<file path="src/rtl/cpc_romsel_ctrl.sv">
// rtl/cpc_romsel_ctrl.sv - CPC upper ROM select decoder and 74245 bus-drive controller
// Optional LOWER_ROM_EN adds lrom_sel and serves lower ROM reads from bank NUM_SLOTS.
module cpc_romsel_ctrl #(
  parameter int NUM_SLOTS  = 16,
  parameter int SLOT_BASE  = 1,
  parameter int ROMSEL_RST = 0,
  parameter int HOLD_CYC   = 1,
  parameter int MAX_DRIVE  = 8,
  localparam int BANK_W    = $clog2(NUM_SLOTS + 1)
) (
  input  logic              CLK,
  input  logic              RESET_B,
  input  logic              A15,
  input  logic              A14,
  input  logic              A13,
  input  logic [7:0]        D,
  input  logic              IOREQ_B,
  input  logic              WR_B,
  input  logic              ROMEN_B,
`ifdef LOWER_ROM_EN
  input  logic              lrom_sel,
`endif
  output logic              ROMDIS,
  output logic              bufoe_b,
  output logic [BANK_W-1:0] rom_bank,
  output logic              drive_err
);

  localparam int DRV_W = (MAX_DRIVE > 1) ? $clog2(MAX_DRIVE) : 1;

  typedef enum logic [1:0] {IDLE, DRIVE, HOLD} state_t;

  state_t             state_q, state_d;
  logic               ioreq_s, wr_s, a13_s, romen_s;
  logic               wr_hit, wr_seen, armed;
  logic [7:0]         romsel;
  logic               slot_hit;
  logic               upper_go, lower_go;
  logic               block_q, block_d, err_d;
  logic [DRV_W-1:0]   drv_cnt, drv_cnt_d;
  logic [1:0]         hold_cnt, hold_cnt_d;
  logic [BANK_W-1:0]  bank_d;

  function automatic logic in_range(input logic [7:0] v);
    return (9'(v) >= 9'(SLOT_BASE)) && (9'(v) <= 9'(SLOT_BASE + NUM_SLOTS - 1));
  endfunction

  assign wr_hit = !ioreq_s && !wr_s && !a13_s;

  // Strobe sampling and ROM select write decoder; one latch per IOREQ strobe.
  always_ff @(posedge CLK or negedge RESET_B) begin
    if (!RESET_B) begin
      ioreq_s  <= 1'b1;
      wr_s     <= 1'b1;
      a13_s    <= 1'b1;
      romen_s  <= 1'b1;
      wr_seen  <= 1'b0;
      armed    <= 1'b1;
      romsel   <= 8'(ROMSEL_RST);
      slot_hit <= in_range(8'(ROMSEL_RST));
    end else begin
      ioreq_s  <= IOREQ_B;
      wr_s     <= WR_B;
      a13_s    <= A13;
      romen_s  <= ROMEN_B;
      wr_seen  <= wr_hit;
      slot_hit <= in_range(romsel);
      if (ioreq_s) begin
        armed <= 1'b1;
      end else if (wr_hit && wr_seen && armed) begin
        romsel <= D;
        armed  <= 1'b0;
      end
    end
  end

  assign upper_go = !romen_s && A15 && A14 && slot_hit;

`ifdef LOWER_ROM_EN
  assign lower_go = lrom_sel && !romen_s && !A15 && !A14;
  assign ROMDIS   = (slot_hit && A14) || (lrom_sel && !A15 && !A14);
`else
  assign lower_go = 1'b0;
  assign ROMDIS   = slot_hit && A14;
`endif

  assign bufoe_b = (state_q == IDLE);

  always_comb begin
    state_d    = state_q;
    drv_cnt_d  = drv_cnt;
    hold_cnt_d = hold_cnt;
    block_d    = block_q;
    err_d      = drive_err;
    bank_d     = rom_bank;
    if (romen_s) begin
      block_d = 1'b0;
    end
    case (state_q)
      IDLE: begin
        // Bank only tracks romsel while idle so an access never sees it change.
        bank_d = in_range(romsel) ? BANK_W'(romsel - 8'(SLOT_BASE)) : '0;
        if (!block_q && (upper_go || lower_go)) begin
          state_d   = DRIVE;
          drv_cnt_d = '0;
`ifdef LOWER_ROM_EN
          if (lower_go) begin
            bank_d = BANK_W'(NUM_SLOTS);
          end
`endif
        end
      end
      DRIVE: begin
        if (romen_s) begin
          state_d    = (HOLD_CYC == 0) ? IDLE : HOLD;
          hold_cnt_d = '0;
        end else if (drv_cnt == DRV_W'(MAX_DRIVE - 1)) begin
          state_d = IDLE;
          err_d   = 1'b1;
          block_d = 1'b1;
        end else begin
          drv_cnt_d = drv_cnt + 1'b1;
        end
      end
      HOLD: begin
        if (hold_cnt == 2'(HOLD_CYC - 1)) begin
          state_d = IDLE;
        end else begin
          hold_cnt_d = hold_cnt + 2'd1;
        end
      end
      default: state_d = IDLE;
    endcase
  end

  always_ff @(posedge CLK or negedge RESET_B) begin
    if (!RESET_B) begin
      state_q   <= IDLE;
      drv_cnt   <= '0;
      hold_cnt  <= '0;
      block_q   <= 1'b0;
      drive_err <= 1'b0;
      rom_bank  <= '0;
    end else begin
      state_q   <= state_d;
      drv_cnt   <= drv_cnt_d;
      hold_cnt  <= hold_cnt_d;
      block_q   <= block_d;
      drive_err <= err_d;
      rom_bank  <= bank_d;
    end
  end

endmodule

</file>
<file path="config.mk">
export PLATFORM = sky130hd
export DESIGN_NAME = cpc_romsel_ctrl
export DESIGN_NICKNAME = d
export VERILOG_FILES = /design/src/rtl/cpc_romsel_ctrl.sv
export SDC_FILE = /design/constraint.sdc
export NUM_CORES = 1
export LEC_CHECK = 0
export ABC_CLOCK_PERIOD_IN_PS = 4500
export BUFFER_PORTS_ARGS = -buffer_cell sky130_fd_sc_hd__buf_4
export CORE_MARGIN = 5
export CORE_UTILIZATION = 58
export CTS_CLUSTER_SIZE = 28
export DETAILED_ROUTE_END_ITERATION = 7
export PLACE_DENSITY = 0.9
export SLEW_MARGIN = 10
export SYNTH_ARGS = -nofsm -noshare
export SYNTH_HDL_FRONTEND = slang
export SYNTH_SLANG_ARGS = --single-unit
export TNS_END_PERCENT = 5
</file>
<file path="constraint.sdc">
create_clock -name CLK -period 4.5 [get_ports CLK]
set_input_delay 0.225 -clock CLK [delete_from_list [all_inputs] [get_ports CLK]]
set_output_delay 0.225 -clock CLK [all_outputs]
set_load 0.005 [all_outputs]
</file>
==> run metrics <==
flop-to-flop setup slack=2.81 ns; Worst IR Drop VDD=308.2 uV; initial antenna violation count=0; ANT nets after route=0; Yosys top cell by area=dfrtp_1; Tcrit/Tclk final=a little under two fifths; # IOs=24; final antenna diode count=0; Initial DRC Count=22; final WL=between 2000 and 2500 um; post-DP HPWL=1797 um; Max-cap violations=0; HP Start=D[4]; gpl congestion=0.8715; Total GRT Usage=17.48%; Critical R2R Launch=romsel[0]; Synth Warn #=0; Register-to-Register Path Depth=5; register area share after synthesis=55.93%; Setup Fix Bufs, Post-CTS=0; asr flop ratio synth=100.0%; Rows=17; top-area cell type share of the netlist area=45.89%; critical-path maximum fanout=6; count leader, synth=dfrtp_1; leakage=0.0007367 uW; Worst Path Required=4.70 ns; die height=between 50 and 60 um; DRC Markers=0; Placed Instances=roughly 160; Reg area=approximately 730 sq um; Root Buffer=clkbuf_4; final hold viol count=0; vias in the first global route=927; hold crit path type=input pin to flip-flop; Via-to-Cell Ratio=between 5 and 6; internal power=between 400 and 500 uW; switching share of power=between 20% and 30%; clk_lat worst skew=between 0.3 and 0.4 ns; routed vias=slightly above 900; Post-CTS Hold Buffers=3; Slew Viols, Final=0; Worst EP arrival=~1.9 ns; synth top area cells=dfrtp_1 46%, dfstp_2 10%, mux2_2 7.7%; DR WL/cell=between 10 and 15 um; Filler cells=about 140; Tightest Pin Transition=between 0.5 and 0.6 ns; synthesized flop and latch total=29; first-pass GRT wire length=4298 um; syn_nets=approximately 130; CORE AREA=~2200 sq um; GRT Residual Overflow=0; clock share of power=~28%; status=complete, no violations; crit start category=flip-flop; Avg Cell Area, Syn=between 10 and 15 sq um; worst r2r dst=rom_bank[1]; CTS clk-pin slew, worst paths=0.09 ns; Worst Clk Skew=0.007493 ns; Worst Hold Depth=2; Post-Route Setup TNS=0 ns; Synth cell types=36; CTS tree=yes; Comb pwr share=19.8%; CP startpoint=romsel[0]; Port-buffer cells=23; CTS Sinks=29; most frequent cells after synthesis=24 x dfrtp_1, 11 x nand2_1, 9 x mux2_2, 8 x inv_1, 6 x ha_1; share of cells above drive strength 1=36.17%; total die area=roughly 3300 sq um; Post-synth EDFFs=0; final setup fails=0; PnR Total Power=633.5 uW; net switching power=roughly 170 uW; CTS Buf Count=5; fin crit period=between 1.5 and 2 ns; CTS Buffer Depth=2; post-CTS sizing=0; WS Path Type=flip-flop to flip-flop; Util after Layout=74.30%; Worst Setup End Kind=flip-flop; area occupied by multi-input gates=about 540 sq um; Area growth, synth to finish=24.38%; layout net count=about 160; Worst Hold Path EP=romsel[4]; pwr/cell area=~390 nW/um^2; maximum number of pins on one net before global-route repair=30; drt first pass iters=4; Mapped Cells=between 100 and 150; Starting Density=between 50% and 60%; Hold Worst Slack=~0.14 ns; fmax=~590 MHz; slew margin rel.=roughly three fifths; H-tree depth=2; RSZ-0062 raised after global routing=no; Die X=approximately 58 um; Netlist Area Pre-Place=1309 sq um; Cell Count, Final, Fillers Out=approximately 170; Flop pwr share=~52%; top_reg_cell synth=dfrtp_1
==> worst max-delay path by stage <==
stage,to,slack (ns),cells past startpoint
detailed placement,rom_bank[1],2.81,5
CTS,rom_bank[0],2.79,5
finish,rom_bank[1],2.81,5
global placement,rom_bank[1],2.91,5
floorplan,rom_bank[2],2.95,5
global route,drv_cnt[1],2.69,5
==> critical path, cell delays in order (launching register included) <==
cell	delay (ns)
dfrtp_1	0.43
inv_1	0.11
ha_1	0.20
or4b_4	0.48
mux2i_4	0.23
o41ai_1	0.13
==> metrics by stage <==
stage          worst slack [ns]  area (sq um)
6_report                  2.808          1628
5_1_grt                   2.691          1628
4_1_cts                   2.793          1608
3_5_place_dp              2.808          1508
3_3_place_gp              2.911          1508
2_1_floorplan             2.951          1309
==> state kept, by name, indices dropped and copies added (netlist names) <==
| name | cells |
|---|---|
| ioreq_s | 1 |
| block_q | 1 |
| armed | 1 |
| wr_s | 1 |
| drive_err | 1 |
| wr_seen | 1 |
| state_q | 2 |
| drv_cnt | 3 |
| a13_s | 1 |
| romen_s | 1 |
| hold_cnt | 2 |
| rom_bank | 5 |
| romsel | 8 |
| slot_hit | 1 |
==> placed cells by master (no fill, tap or decap), types with 2 or more instances in the layout <==
cell type and instances:
a221oi_1 2, nand2_1 11, o41ai_1 3, o31ai_1 2
buf_4 23, nor3_1 3, o21ai_0 2, dfstp_2 5
nand2b_1 2, mux2_2 9, dfrtp_1 24, xnor2_1 3
inv_1 8, ha_1 6, clkbuf_8 2, clkbuf_4 5
dlygate4sd3_1 5, nor2_1 5
==> cells by family (layout without fill, tap and decap cells) <==
family / count (synthesis) / count (layout) / synth area share, %
AO/OA/AOI/OAI: 14 / 14 / 8.222
adder cells (fa/ha/maj): 6 / 6 / 5.736
buffers and inverters: 10 / 44 / 2.963
flip-flops: 29 / 29 / 55.93
multiplexers: 10 / 10 / 9.465
XOR/XNOR: 3 / 3 / 2.008
AND/OR/NAND/NOR: 35 / 35 / 15.68
==> metal layers <==
| metal | GRT usage, % | routed length (um) | share of wire, % | vias up |
|---|---|---|---|---|
| met5 | 0 | 0 | 0 | - |
| met4 | 5.960 | 26 | 1.1 | 0 |
| met3 | 7.240 | 125 | 5.1 | 4 |
| met2 | 27.26 | 1218 | 50 | 26 |
| met1 | 21.93 | 1084 | 44 | 440 |
| li1 | - | - | - | 453 |
==> layout make-up <==
class	instances	share of cell area, %
Timing Repair Buffer	28	13.68
Tap cell	28	2.152
Clock inverter	1	0.3075
Inverter	8	1.845
Clock buffer	7	3.997
Sequential cell	29	44.97
Multi-Input combinational cell	68	33.05
==> power by group through the flow <==
| stage | Sequential, uW | Clock [uW] | Combinational (uW) |
|---|---|---|---|
| 4_1_cts | 331 | 181 | 126 |
| 6_report | 332 | 177 | 125 |
| 3_3_place_gp | 334 | 0 | 113 |
| 2_1_floorplan | 329 | 0 | 81.1 |
| 3_5_place_dp | 336 | 0 | 122 |
| 5_1_grt | 336 | 196 | 144 |
Power figures use the tool's default switching activity.
